<file path="src/rtl/mdu_pkg.sv">
// Shared op encodings, FSM states and iteration count for the multiply/divide unit.
package mdu_pkg;

  localparam logic [1:0] MDU_MULTU = 2'b00;
  localparam logic [1:0] MDU_MULT  = 2'b01;
  localparam logic [1:0] MDU_DIVU  = 2'b10;
  localparam logic [1:0] MDU_DIV   = 2'b11;

  localparam int MDU_ITER = 32;

  typedef enum logic [1:0] {
    IDLE = 2'd0,
    CALC = 2'd1,
    FIX  = 2'd2
  } mdu_state_t;

  // Two's-complement magnitude when neg is set, pass-through otherwise.
  function automatic logic [31:0] mag32(input logic [31:0] x, input logic neg);
    return neg ? (32'd0 - x) : x;
  endfunction

endpackage

</file>
<file path="src/rtl/mdu_signfix.sv">
// Final sign correction of the unsigned magnitude result into HI/LO.
// Purely combinational; no state, no flow control.
module mdu_signfix
  import mdu_pkg::*;
(
  input  logic [1:0]  op,
  input  logic        sa,
  input  logic        sb,
  input  logic        dz,
  input  logic [63:0] raw,
  output logic [31:0] res_hi,
  output logic [31:0] res_lo
);

  always_comb begin
    res_hi = raw[63:32];
    res_lo = raw[31:0];
    if (!op[1]) begin
      if (sa ^ sb) begin
        {res_hi, res_lo} = 64'd0 - raw;
      end
    end else if (dz) begin
      // Divisor zero: remainder register holds |a|; restore a's original bits.
      res_lo = 32'hFFFF_FFFF;
      res_hi = sa ? (32'd0 - raw[63:32]) : raw[63:32];
    end else begin
      if (sa ^ sb) res_lo = 32'd0 - raw[31:0];
      if (sa)      res_hi = 32'd0 - raw[63:32];
    end
  end

endmodule

</file>
<file path="src/rtl/mdu.sv">
// Iterative MULT/MULTU/DIV/DIVU into HI/LO, plus MTHI/MTLO writes.
// Latency 33 cycles start-to-done; start while busy is dropped (caller stalls on busy).
module mdu
  import mdu_pkg::*;
(
  input  logic        clk,
  input  logic        rst,
  input  logic        start,
  input  logic [1:0]  op,
  input  logic [31:0] a,
  input  logic [31:0] b,
  input  logic        cancel,
  input  logic        hi_we,
  input  logic        lo_we,
  input  logic [31:0] wd,
  output logic        busy,
  output logic        done,
  output logic [31:0] hi,
  output logic [31:0] lo
);

  mdu_state_t  state, state_nxt;
  logic [5:0]  count;
  logic [1:0]  op_q;
  logic        sa, sb, dz;
  logic [31:0] opa;
  logic [63:0] acc;
  logic [31:0] rem;

  logic        accept, commit;
  logic        sa_in, sb_in;
  logic [31:0] ma, mb;

  assign sa_in = op[0] & a[31];
  assign sb_in = op[0] & b[31];
  assign ma    = mag32(a, sa_in);
  assign mb    = mag32(b, sb_in);

  // Multiply step: conditionally add multiplicand to the upper half, shift right.
  logic [32:0] sum33;
  logic [63:0] acc_mul;
  assign sum33   = {1'b0, acc[63:32]} + (acc[0] ? {1'b0, opa} : 33'd0);
  assign acc_mul = {sum33, acc[31:1]};

  // Divide step: a borrow out of the 33-bit trial subtraction means "no fit".
  logic [32:0] shifted, diff;
  logic        fits;
  logic [31:0] rem_div;
  logic [63:0] acc_div;
  assign shifted = {rem, acc[31]};
  assign diff    = shifted - {1'b0, opa};
  assign fits    = ~diff[32];
  assign rem_div = fits ? diff[31:0] : shifted[31:0];
  assign acc_div = {acc[63:32], acc[30:0], fits};

  logic [63:0] raw;
  logic [31:0] fix_hi, fix_lo;
  assign raw = op_q[1] ? {rem, acc[31:0]} : acc;

  mdu_signfix u_signfix (
    .op     (op_q),
    .sa     (sa),
    .sb     (sb),
    .dz     (dz),
    .raw    (raw),
    .res_hi (fix_hi),
    .res_lo (fix_lo)
  );

  always_comb begin
    state_nxt = state;
    accept    = 1'b0;
    commit    = 1'b0;
    case (state)
      IDLE: begin
        if (start) begin
          accept    = 1'b1;
          state_nxt = CALC;
        end
      end
      CALC: begin
        if (cancel)                                state_nxt = IDLE;
        else if (count == 6'(MDU_ITER - 1))        state_nxt = FIX;
      end
      FIX: begin
        commit    = ~cancel;
        state_nxt = IDLE;
      end
      default: state_nxt = IDLE;
    endcase
  end

  always_ff @(posedge clk) begin
    if (!rst) begin
      state <= IDLE;
      count <= '0;
      op_q  <= '0;
      sa    <= 1'b0;
      sb    <= 1'b0;
      dz    <= 1'b0;
      opa   <= '0;
      acc   <= '0;
      rem   <= '0;
      done  <= 1'b0;
      hi    <= '0;
      lo    <= '0;
    end else begin
      state <= state_nxt;
      done  <= commit;
      if (accept) begin
        op_q  <= op;
        sa    <= sa_in;
        sb    <= sb_in;
        dz    <= op[1] & (b == 32'd0);
        count <= '0;
        rem   <= '0;
        if (op[1]) begin
          opa <= mb;
          acc <= {32'd0, ma};
        end else begin
          opa <= ma;
          acc <= {32'd0, mb};
        end
      end else if (state == CALC) begin
        count <= count + 6'd1;
        if (op_q[1]) begin
          acc <= acc_div;
          rem <= rem_div;
        end else begin
          acc <= acc_mul;
        end
      end
      if (commit) begin
        hi <= fix_hi;
        lo <= fix_lo;
      end else if (state == IDLE && !start) begin
        if (hi_we) hi <= wd;
        if (lo_we) lo <= wd;
      end
    end
  end

  assign busy = (state != IDLE);

endmodule
</file>
<file path="config.mk">
export PLATFORM = sky130hd
export DESIGN_NAME = mdu
export DESIGN_NICKNAME = d
export VERILOG_FILES = /design/src/rtl/mdu_pkg.sv /design/src/rtl/mdu_signfix.sv /design/src/rtl/mdu.sv
export SDC_FILE = /design/constraint.sdc
export NUM_CORES = 1
export LEC_CHECK = 0
export ABC_AREA = 1
export BUFFER_PORTS_ARGS = -buffer_cell sky130_fd_sc_hd__buf_2
export CAP_MARGIN = 10
export CORE_ASPECT_RATIO = 1.25
export CORE_MARGIN = 2
export CORE_UTILIZATION = 25
export CTS_CLUSTER_DIAMETER = 40
export DETAILED_ROUTE_END_ITERATION = 8
export PLACE_DENSITY_LB_ADDON = 0.08
export SLEW_MARGIN = 0
export SYNTH_ARGS = -nofsm -noshare
export SYNTH_HDL_FRONTEND = slang
export SYNTH_SLANG_ARGS = --single-unit
</file>
<file path="constraint.sdc">
create_clock -name clk -period 2.8 [get_ports clk]
set_input_delay 0.28 -clock clk [delete_from_list [all_inputs] [get_ports clk]]
set_output_delay 0.28 -clock clk [all_outputs]
set_load 0.02 [all_outputs]
</file>
# [Word-level counts from Yosys, hierarchy flattened]
# Index checks and enable logic that the tools add are counted.
[op_classes] n_eq_ne=6 reduce_logical=15 add_sub_neg=8 mux=30 bitwise_logic=7
[op_table] cell="two-way mux 32 bit" n=19
[op_table] cell="two-way mux 64 bit" n=4
[op_table] cell="subtractor 1 x 32 -> 32 bit (first input constant)" n=4
[op_table] cell="subtractor 1 x 64 -> 64 bit (first input constant)" n=1
[op_table] cell="adder 32 x 32 -> 33 bit" n=1
[op_table] cell="subtractor 33 x 32 -> 33 bit" n=1
[op_table] cell="logical NOT 32 bit" n=1
[op_table] cell="AND reduction 2 bit" n=5
[op_table] cell="nonzero test 2 bit" n=5
[op_table] cell="adder 6 x 1 -> 6 bit (second input constant)" n=1
[op_table] cell="equality test 6 x 5 -> 1 bit (second input constant)" n=1
[op_table] cell="two-way mux 2 bit" n=3
[op_table] cell="one-hot mux 2 bit (2 select lines)" n=1
[op_table] cell="bitwise AND 1 bit" n=3
[op_table] cell="two-way mux 1 bit" n=3
[op_table] cell="inequality test 3 bit (second input constant)" n=1
[op_table] cell="NOT 1 bit" n=3
[op_table] cell="equality test 2 x 1 -> 1 bit (second input constant)" n=1
[op_table] cell="equality test 2 bit (second input constant)" n=1
[op_table] cell="logical NOT 2 bit" n=1
[op_table] cell="inequality test 2 x 1 -> 1 bit (second input constant)" n=1
[op_table] cell="inequality test 2 bit (second input constant)" n=1
[op_table] cell="OR reduction 2 bit" n=1
[op_table] cell="logical AND 1 bit" n=1
[op_table] cell="other kinds (2)" n=2
[word_totals] out_inout_bits=66 regBits=206

# [Depth between registers and ports, before layout]
# Gate-level depths: netlist of the first run.
[depth] word_depth=6 ltp_mapped=19 depth_no_buf=18

# [Modules after synthesis]
# From an unflattened synthesis of the first run, not the netlist that was laid out.
[hier_totals] cells_unflattened=3518 area_unflattened_um2=19595.0
[by_module_without_submodules] mod="mdu" n_inst=1 seq_area_each_um2=4124.0 area_per_inst_um2=16814.9 cells_per_inst=2921
[by_module_without_submodules] mod="mdu_signfix" n_inst=1 seq_area_each_um2=0.0 area_per_inst_um2=2780.2 cells_per_inst=597

# [Worst setup path before layout of the first run]
# Ideal clock, no wire load.
[synth_path] path_type="register to register" start="register acc[31]" end="register rem[10]" path_buffers=1 setup_ns=0.132 path_slack_ns=0.463 arrival_ns=2.205 stages_incl_launch_ff=19 path_cell_list="dfxtp_1 -> inv_1 -> ha_1 -> fa_1 -> inv_1 -> nand3_1 -> nand3_2 -> nand2_1 -> nand2_1 -> nand2_1 -> nand2_2 -> nand2_2 -> nand2_1 -> nand2_1 -> nand2_2 -> buf_2 -> nand2_1 -> nand3_1 -> a21oi_1"
[synth_via] elab_chain_cells=2
[synth_rtl] element="start, declared" line="mdu.sv:27" text="logic [63:0] acc;"
[synth_rtl] element="start signal, assigned" line="mdu.sv:119" text="acc <= {32'd0, ma};"
[synth_rtl] element="start signal, assigned" line="mdu.sv:122" text="acc <= {32'd0, mb};"
[synth_rtl] element="start signal, assigned" line="mdu.sv:127" text="acc <= acc_div;"
[synth_rtl] element="subtractor 33 x 32 -> 33 bit" line="mdu.sv:51" text="assign diff = shifted - {1'b0, opa};"
[synth_rtl] element="two-way mux 32 bit" line="mdu.sv:53" text="assign rem_div = fits ? diff[31:0] : shifted[31:0];"
[synth_rtl] element="end signal, assigned" line="mdu.sv:128" text="rem <= rem_div;"
[synth_rtl] element="end, declared" line="mdu.sv:28" text="logic [31:0] rem;"
# No other way between the ends.
# A chain may end at the register's enable or synchronous reset.

# [Worst setup path in the final report of the first run]
[layout_path] start="register opa[0]" end="register acc[53]"
[layout_via] elab_chain_cells=5
[layout_rtl] element="start, declared" line="mdu.sv:26" text="logic [31:0] opa;"
[layout_rtl] element="start signal, assigned" line="mdu.sv:118" text="opa <= mb;"
[layout_rtl] element="start signal, assigned" line="mdu.sv:121" text="opa <= ma;"
[layout_rtl] element="two-way mux 32 bit" line="mdu.sv:42" text="assign sum33 = {1'b0, acc[63:32]} + (acc[0] ? {1'b0, opa} : 33'd0);"
[layout_rtl] element="adder 32 x 32 -> 33 bit" line="mdu.sv:42"
[layout_rtl] element="two-way mux 64 bit" line="mdu.sv:126" text="if (op_q[1]) begin"
[layout_rtl] element="two-way mux 64 bit" line="mdu.sv:124" text="end else if (state == CALC) begin"
[layout_rtl] element="two-way mux 64 bit" line="mdu.sv:110" text="if (accept) begin"
[layout_rtl] element="end signal, assigned" line="mdu.sv:122"
[layout_rtl] element="end signal, assigned" line="mdu.sv:127"
[layout_rtl] element="end signal, assigned" line="mdu.sv:130" text="acc <= acc_mul;"
# No other way between the ends. The select of a mux whose other input is x is not followed.

==> results.ini, run 1 <==
[yosys]
synthArstFlopShare_pct=0
syn_area_mm2=0.01890
ys_dominant_reg_cell=dfxtp_1
synth_top_area_cell=dfxtp_1
ys_seq_area_share_pct=21.72
synth_top_area_share_pct=21.72
ys.warnings.count=0
synth_seq_cells=205
yosysUniqueCellTypes=55
synth_fp_nets=3525
synth_edf_count=0
synth.top_cells.by_area=dfxtp_1 (22%), nand2_1 (21%), inv_1 (8.7%)
syn_inst=3350
avgSynthCellArea_um2=5.640

[route]
vias=21572
viasPerCell=4.755
first_iter_violations=1549
drc_errors=0
wirelength_um=91540
ant_nets=0
first_pass_iters=6
route.detailed.wl_per_inst_um=20.18

[power]
peakVddDrop_mv=0.3914
clkPwrFrac_pct=44.7
p_switching_mw=4.602
internal-power_mw=7.549
leakage_nw=11.38
seqPwrFrac_pct=26.8
combPwrFrac_pct=28.5
cellPowerDensity_mw_per_mm2=535.0
switching_share_pct=37.88

[die]
die-area_mm2=0.07781
start_util_pct=25.30
die_w_um=249.9
num_rows=112
core_mm2=0.07469
die_y_um=311.4
io_pins=170

[grt]
grt.overflow.total=0
grt_max_degree=70
grt_pass1_wl_um=133900
antenna_found_initial=1
track_usage_pct=22.87
grt_pass1_vias=20809

[clocking]
htree_levels=2
clock-sinks=205
cts_tree=built
clkTransAtPathRegs_ns=0.06
post_cts_buffers=0
cts_root_buffer=clkbuf_16
clockBufferDepth=3
clk_latency_ns=0.60
cts_inserted_buffers=44

[sta]
report.final.hold_viol_count=0
rsz0062_at_grt=no
slew_headroom_pct=48.52
timing.fmax_mhz=383.4
worst_hold_slack_ns=0.07550
clock_skew_ns=0.04538
setup_violations=0
setup_slack_ns=0.1915
tns_ns=0
period_share_pct=93.16
worst_slew_pin_slew_ns=0.7711
period_minus_slack_ns=2.609
drv_slew=0

[worst_setup_path]
r2r_slack_ns=0.19
crit_chain=nand2_1, inv_1, ha_1, inv_1, fa_1, nand3b_1, nand2_1, nand2_1, nor2_1, nor2_1, o21ai_1, buf_4, nand3_1, nand2_1, nand2_1, nand3_1, a21oi_1
crit_path_top_delay_cell=fa_1
r2r_end=acc[53]
crit_buf_inv=3
cpPeakStageDelay_ns=0.39
worstReg2RegStart=opa[0]
worstPathMaxFanout=4
path_delay_family=simple AND/OR/NAND/NOR gates
path_common_cell=nand2_1
rr_worst_depth=17
critPathArrivalTime_ns=3.04
crit_path_end_kind=register
critPathKind=register to register
crit_required_ns=3.23
critPathLaunchType=register

[status]
status=finished clean

[min_path]
min_from=wd[1]
min_path_cells=3
whs_endpoint=hi[1]
holdCritPathClass=primary input to register

[finish]
nNetsFinal=3708
area_delta_synth_final_pct=20.20
fin_util_pct=30.41
antenna_cells=0
drive_gt1_share_pct=13.09
fillers=8688

[job]
maxCapViolCount=0

[placement]
gp_congestion=0.8907
place_ws_ns=0.09483
dpl.hpwl_um=75290
io_buffers=169

-- cells by family (layout without fill, tap and decap cells) --
kind of cell	after synthesis	in the layout	share of synthesized area [%]
and+or+nand+nor	1775	1775	39.35
AOI/OAI and AO/OA	629	629	18.04
buffers and inverters	588	806	12.31
DFF	205	205	21.72
xor gates and xnor gates	82	82	3.801
adders and majority gates	71	71	4.781
-- through the flow --
step | std cells | total power [mW] | area [um^2]
after floorplan | 3350 | 5.456 | 18900
after global placement | 4454 | 6.805 | 21170
after detailed placement | 4454 | 6.773 | 21170
after CTS | 4537 | 12.29 | 22700
after global routing | 4537 | 12.79 | 22710
final | 4537 | 12.15 | 22710
-- placed cells by master, fill, tap and decap left out, drive strengths merged, types with 3 or more instances in the layout --
| cell type | netlist | final |
|---|---|---|
| a21oi | 251 | 251 |
| nand2 | 1105 | 1105 |
| nor4 | 4 | 4 |
| a22oi | 3 | 3 |
| o221ai | 5 | 5 |
| nor3 | 35 | 35 |
| nand4 | 28 | 28 |
| dfxtp | 205 | 205 |
| clkinvlp | 0 | 10 |
| inv | 461 | 468 |
| a31oi | 10 | 10 |
| xor2 | 61 | 61 |
| o21a | 4 | 4 |
| and2 | 3 | 3 |
| bufinv | 0 | 5 |
| a21o | 7 | 7 |
| a21boi | 3 | 3 |
| o21bai | 13 | 13 |
| a221oi | 3 | 3 |
| or2 | 15 | 15 |
| nand3b | 11 | 11 |
| xnor2 | 21 | 21 |
| nand3 | 240 | 240 |
| clkbuf | 75 | 48 |
| o22ai | 4 | 4 |
| buf | 46 | 256 |
| ha | 69 | 69 |
| o21ai | 284 | 284 |
| o211ai | 35 | 35 |
| clkinv | 6 | 17 |
| nor2 | 330 | 330 |
-- worst max-delay path by stage --
stage                     startpoint  slack, ns  cells past startpoint  endpoint
final                         opa[0]       0.19                     17   acc[53]
after detailed placement      acc[0]       0.09                     17   acc[53]
after floorplan              acc[31]       0.46                     18   rem[10]
after global placement        acc[0]       0.10                     17   acc[53]
after CTS                     acc[0]       0.05                     17   acc[53]
after global routing          opa[0]       0.03                     15   acc[63]
-- sequential cells by signal, summed over array words and instances, names as in the netlist --
signal and flops:
lo 32, count 6, sb 1, opa 32
dz 1, op_q 1, done 1, acc 64
state 2, rem 32, hi 32, sa 1
-- power groups by stage --
| stage | clock (mW) | combinational [mW] | sequential (mW) |
|---|---|---|---|
| floorplan | 0 | 2.16 | 3.29 |
| global placement | 0 | 3.49 | 3.32 |
| detailed placement | 0 | 3.46 | 3.32 |
| CTS | 5.56 | 3.48 | 3.26 |
| global route | 5.68 | 3.85 | 3.27 |
| finish | 5.43 | 3.46 | 3.25 |
-- synth_stat cells (35+ instances only) --
master	number
nand2_1	1066
inv_1	440
nor2_1	301
a21oi_1	247
nand3_1	235
o21ai_0	230
dfxtp_1	205
clkbuf_1	75
ha_1	69
xor2_1	61
o21ai_1	52
nand2_2	38
o211ai_1	35
-- layout make-up --
class | instances | area, um^2 | area share (%)
Sequential cell | 205 | 4109 | 18.09
Timing Repair Buffer | 258 | 1623 | 7.145
Inverter | 467 | 1759 | 7.746
Multi-Input combinational cell | 2557 | 12500 | 55.06
Clock buffer | 48 | 1136 | 5.002
Clock inverter | 33 | 367.9 | 1.620
Tap cell | 969 | 1212 | 5.338
-- repair_timing --
action                                  CTS  global route
endpoints found under the setup margin    0            39
gates resized for setup                   0             8
hold endpoints to repair                  2             0
hold buffers                              2             0
-- worst reg2reg max path: stages (launching register included) --
cell      delay (ns)
dfxtp_1         0.37
nand2_1         0.07
inv_1           0.05
ha_1            0.19
inv_1           0.07
fa_1            0.39
nand3b_1        0.18
nand2_1         0.15
nand2_1         0.07
nor2_1          0.11
nor2_1          0.10
o21ai_1         0.17
buf_4           0.16
nand3_1         0.08
nand2_1         0.08
nand2_1         0.05
nand3_1         0.07
a21oi_1         0.07
-- layer usage --
layer | part of all wire (%) | track usage [%] | vias up
met2 | 50 | 41.50 | 486
met4 | 3.7 | 8.215 | 0
li1 | - | - | 11098
met5 | 0 | 0 | -
met3 | 3.3 | 2.355 | 127
met1 | 43 | 27.73 | 9861
(Power assumes the default switching activity.)
==> run 2: changes to the inputs <==
==> constraint.sdc (replaced) <==
create_clock -name clk -period 2.1 [get_ports clk]
set_input_delay 0.21 -clock clk [delete_from_list [all_inputs] [get_ports clk]]
set_output_delay 0.21 -clock clk [all_outputs]
set_load 0.02 [all_outputs]
==> run 2 against run 1 <==
The flow now finishes with violations (negative setup slack). Sequential share of layout area down 4.7 points. Clock power up 49%. First-iteration DRC count shrank 3.4%. Register-to-register slack worse by 0.47 ns. Critical path depth decreased by 2. Count of clock-buffer cells in the layout rose by 2. Cell count rose by 12%. Hold slack worse by 0.045 ns. Die area unchanged. Sequential power rose by 32%. Critical path type unchanged. Critical endpoint is now acc[45]. Largest power group unchanged.
==> results.ini, run 2 (synthesized netlist as in run 1, its figures left out) <==
[die]
io_pins=170  ; unchanged
start_util_pct=25.30  ; unchanged
core_mm2=0.07469  ; unchanged
die_y_um=311.4  ; unchanged
die-area_mm2=0.07781  ; unchanged
num_rows=112  ; unchanged
die_w_um=249.9  ; unchanged

[clocking]
clk_latency_ns=0.62  ; +0.02 ns
cts_inserted_buffers=47  ; +6.8%
clockBufferDepth=3  ; unchanged
htree_levels=2  ; unchanged
clkTransAtPathRegs_ns=0.05  ; about the same
cts_root_buffer=clkbuf_16
cts_tree=built
clock-sinks=205  ; unchanged

[route]
first_iter_violations=1496  ; -3.4%
wirelength_um=98810  ; +7.9%
route.detailed.wl_per_inst_um=19.46  ; -3.6%
first_pass_iters=5  ; -1
drc_errors=0  ; unchanged
viasPerCell=4.691  ; -1.3%
ant_nets=0  ; unchanged
vias=23820  ; +10%

[sta]
timing.fmax_mhz=420.2  ; +9.6%
setup_violations=61  ; +61
rsz0062_at_grt=yes
report.final.hold_viol_count=0  ; unchanged
period_minus_slack_ns=2.380  ; -0.2285 ns
period_share_pct=113.3  ; +20 points
tns_ns=-11.21  ; -11.21 ns
setup_slack_ns=-0.2800  ; -0.4715 ns
slew_headroom_pct=55.40  ; +6.9 points
worst_slew_pin_slew_ns=0.6620  ; -0.1090 ns
clock_skew_ns=0.03064  ; -0.01474 ns
drv_slew=0  ; unchanged

[min_path]
whs_endpoint=opa[31]
holdCritPathClass=primary input to register
min_from=a[31]
min_path_cells=5  ; +2

[grt]
grt_max_degree=70  ; unchanged
busiest_layer=met2
gr-usage-met3_pct=2.673  ; +0.32 points
grt_pass1_wl_um=139700  ; +4.4%
grtUsageMet1_pct=29.46  ; +1.7 points
grt.overflow.total=0  ; unchanged
grt_pass1_vias=22564  ; +8.4%
use_met2_pct=41.48  ; about the same
track_usage_pct=23.72  ; +0.85 points
antenna_found_initial=2  ; +1

[status]
violations=negative setup slack
status=finished, violations left

[finish]
final_cell_mix=nand2_1 (848), buf_4 (549), inv_1 (386), nor2_1 (221), o21ai_0 (202)
antenna_cells=0  ; unchanged
area_delta_synth_final_pct=62.83
final_common_cell=nand2_1
largest_reg_flops=64  ; unchanged
fillers=8059  ; -7.2%
nNetsFinal=4245  ; +14%
regMostFlops=acc
drive_gt1_share_pct=39.35  ; +26 points
final_cells=5078  ; +12%

[power]
cellPowerDensity_mw_per_mm2=625.3  ; +17%
leakage_nw=14.95  ; +31%
peakVddDrop_mv=0.5294  ; +35%

[worst_setup_path]
critPathLaunchType=register
critPathArrivalTime_ns=2.83  ; -0.21 ns
r2r_end=acc[45]
r2r_slack_ns=-0.28  ; -0.47 ns
crit_required_ns=2.55  ; -0.68 ns
critPathKind=register to register
crit_path_top_delay_cell=dfxtp_4
cpPeakStageDelay_ns=0.36  ; -0.03 ns
worstReg2RegStart=acc[0]
path_common_cell=nand2_2
crit_path_end_kind=register
rr_worst_depth=15  ; -2
crit_chain=buf_12, buf_8, nand2_2, inv_2, ha_4, nand3b_1, nand2_2, nand2_2, nor2_4, nor2_4, o21ai_4, buf_4, or2_2, nand3_2, a21oi_1
worstPathMaxFanout=5  ; +1

[placement]
io_buffers=169  ; unchanged
placed_cells=4913  ; +10%
gp_congestion=0.8925  ; +0.20%
dpl.hpwl_um=78570  ; +4.4%
place_ws_ns=-0.4622  ; -0.5570 ns

[job]
maxCapViolCount=0  ; unchanged

[run 2: metrics by stage]
stage | area (um^2) | hold slack (ns) | total power, mW | utilization (%)
after floorplan | 19000 | 0.3681 | 7.297 | -
after global placement | 24800 | 0.4709 | 10.13 | 33.20
after detailed placement | 24800 | 0.4646 | 10.11 | 33.20
after CTS | 27600 | 0.009009 | 18.50 | 36.95
after global routing | 30770 | 0.04522 | 20.15 | 41.19
final | 30770 | 0.03009 | 19.24 | 41.19
[run 2: power breakdown]
group	internal (mW)	switching [mW]	leakage, nW	total [mW]
clock network	5.17	2.92	0.815	8.09
logic	2.80	4.05	12.5	6.85
registers	4.11	0.198	1.68	4.30
[run 2: metal layers]
| layer | vias up | share of wire, % |
|---|---|---|
| met3 | 145 | 4.0 |
| met5 | - | 0 |
| met2 | 558 | 49 |
| met1 | 10916 | 43 |
| li1 | 12201 | - |
| met4 | 0 | 4.0 |
[run 2: how the worst max path moves through the flow]
stage / startpoint / end / slack [ns] / depth (start not counted)
6_report: acc[0] / acc[45] / -0.28 / 15
5_1_grt: opa[26] / rem[17] / -0.35 / 14
4_1_cts: opa[0] / rem[18] / -0.31 / 18
3_5_place_dp: acc[0] / acc[50] / -0.46 / 11
3_3_place_gp: acc[0] / acc[50] / -0.43 / 11
2_1_floorplan: acc[0] / acc[49] / -0.08 / 17
[run 2: cell type report]
class | count | area [um^2] | area share, %
Timing Repair inverter | 1 | 8.758 | 0.02847
Multi-Input combinational cell | 2557 | 15790 | 51.31
Timing Repair Buffer | 791 | 6128 | 19.92
Inverter | 467 | 1787 | 5.807
Sequential cell | 205 | 4134 | 13.44
Clock inverter | 38 | 501.7 | 1.631
Clock buffer | 50 | 1209 | 3.928
Tap cell | 969 | 1212 | 3.940
[run 2: repair_timing]
action,CTS,global route
endpoints found under the hold margin,5,0
endpoints found under the setup margin,86,98
hold buffers,3,0
pin swaps,36,257
buffers inserted,7,56
gates resized for setup,233,665
gates cloned,3,13
[run 2: critical path, delay by kind of cell, from the launching register on]
family                     cells  cell delay (ns)
and+or+nand+nor                8             0.96
buffers and inverters          4             0.46
adders and majority gates      1             0.26
DFF                            1             0.36
AOI/OAI and AO/OA              2             0.17
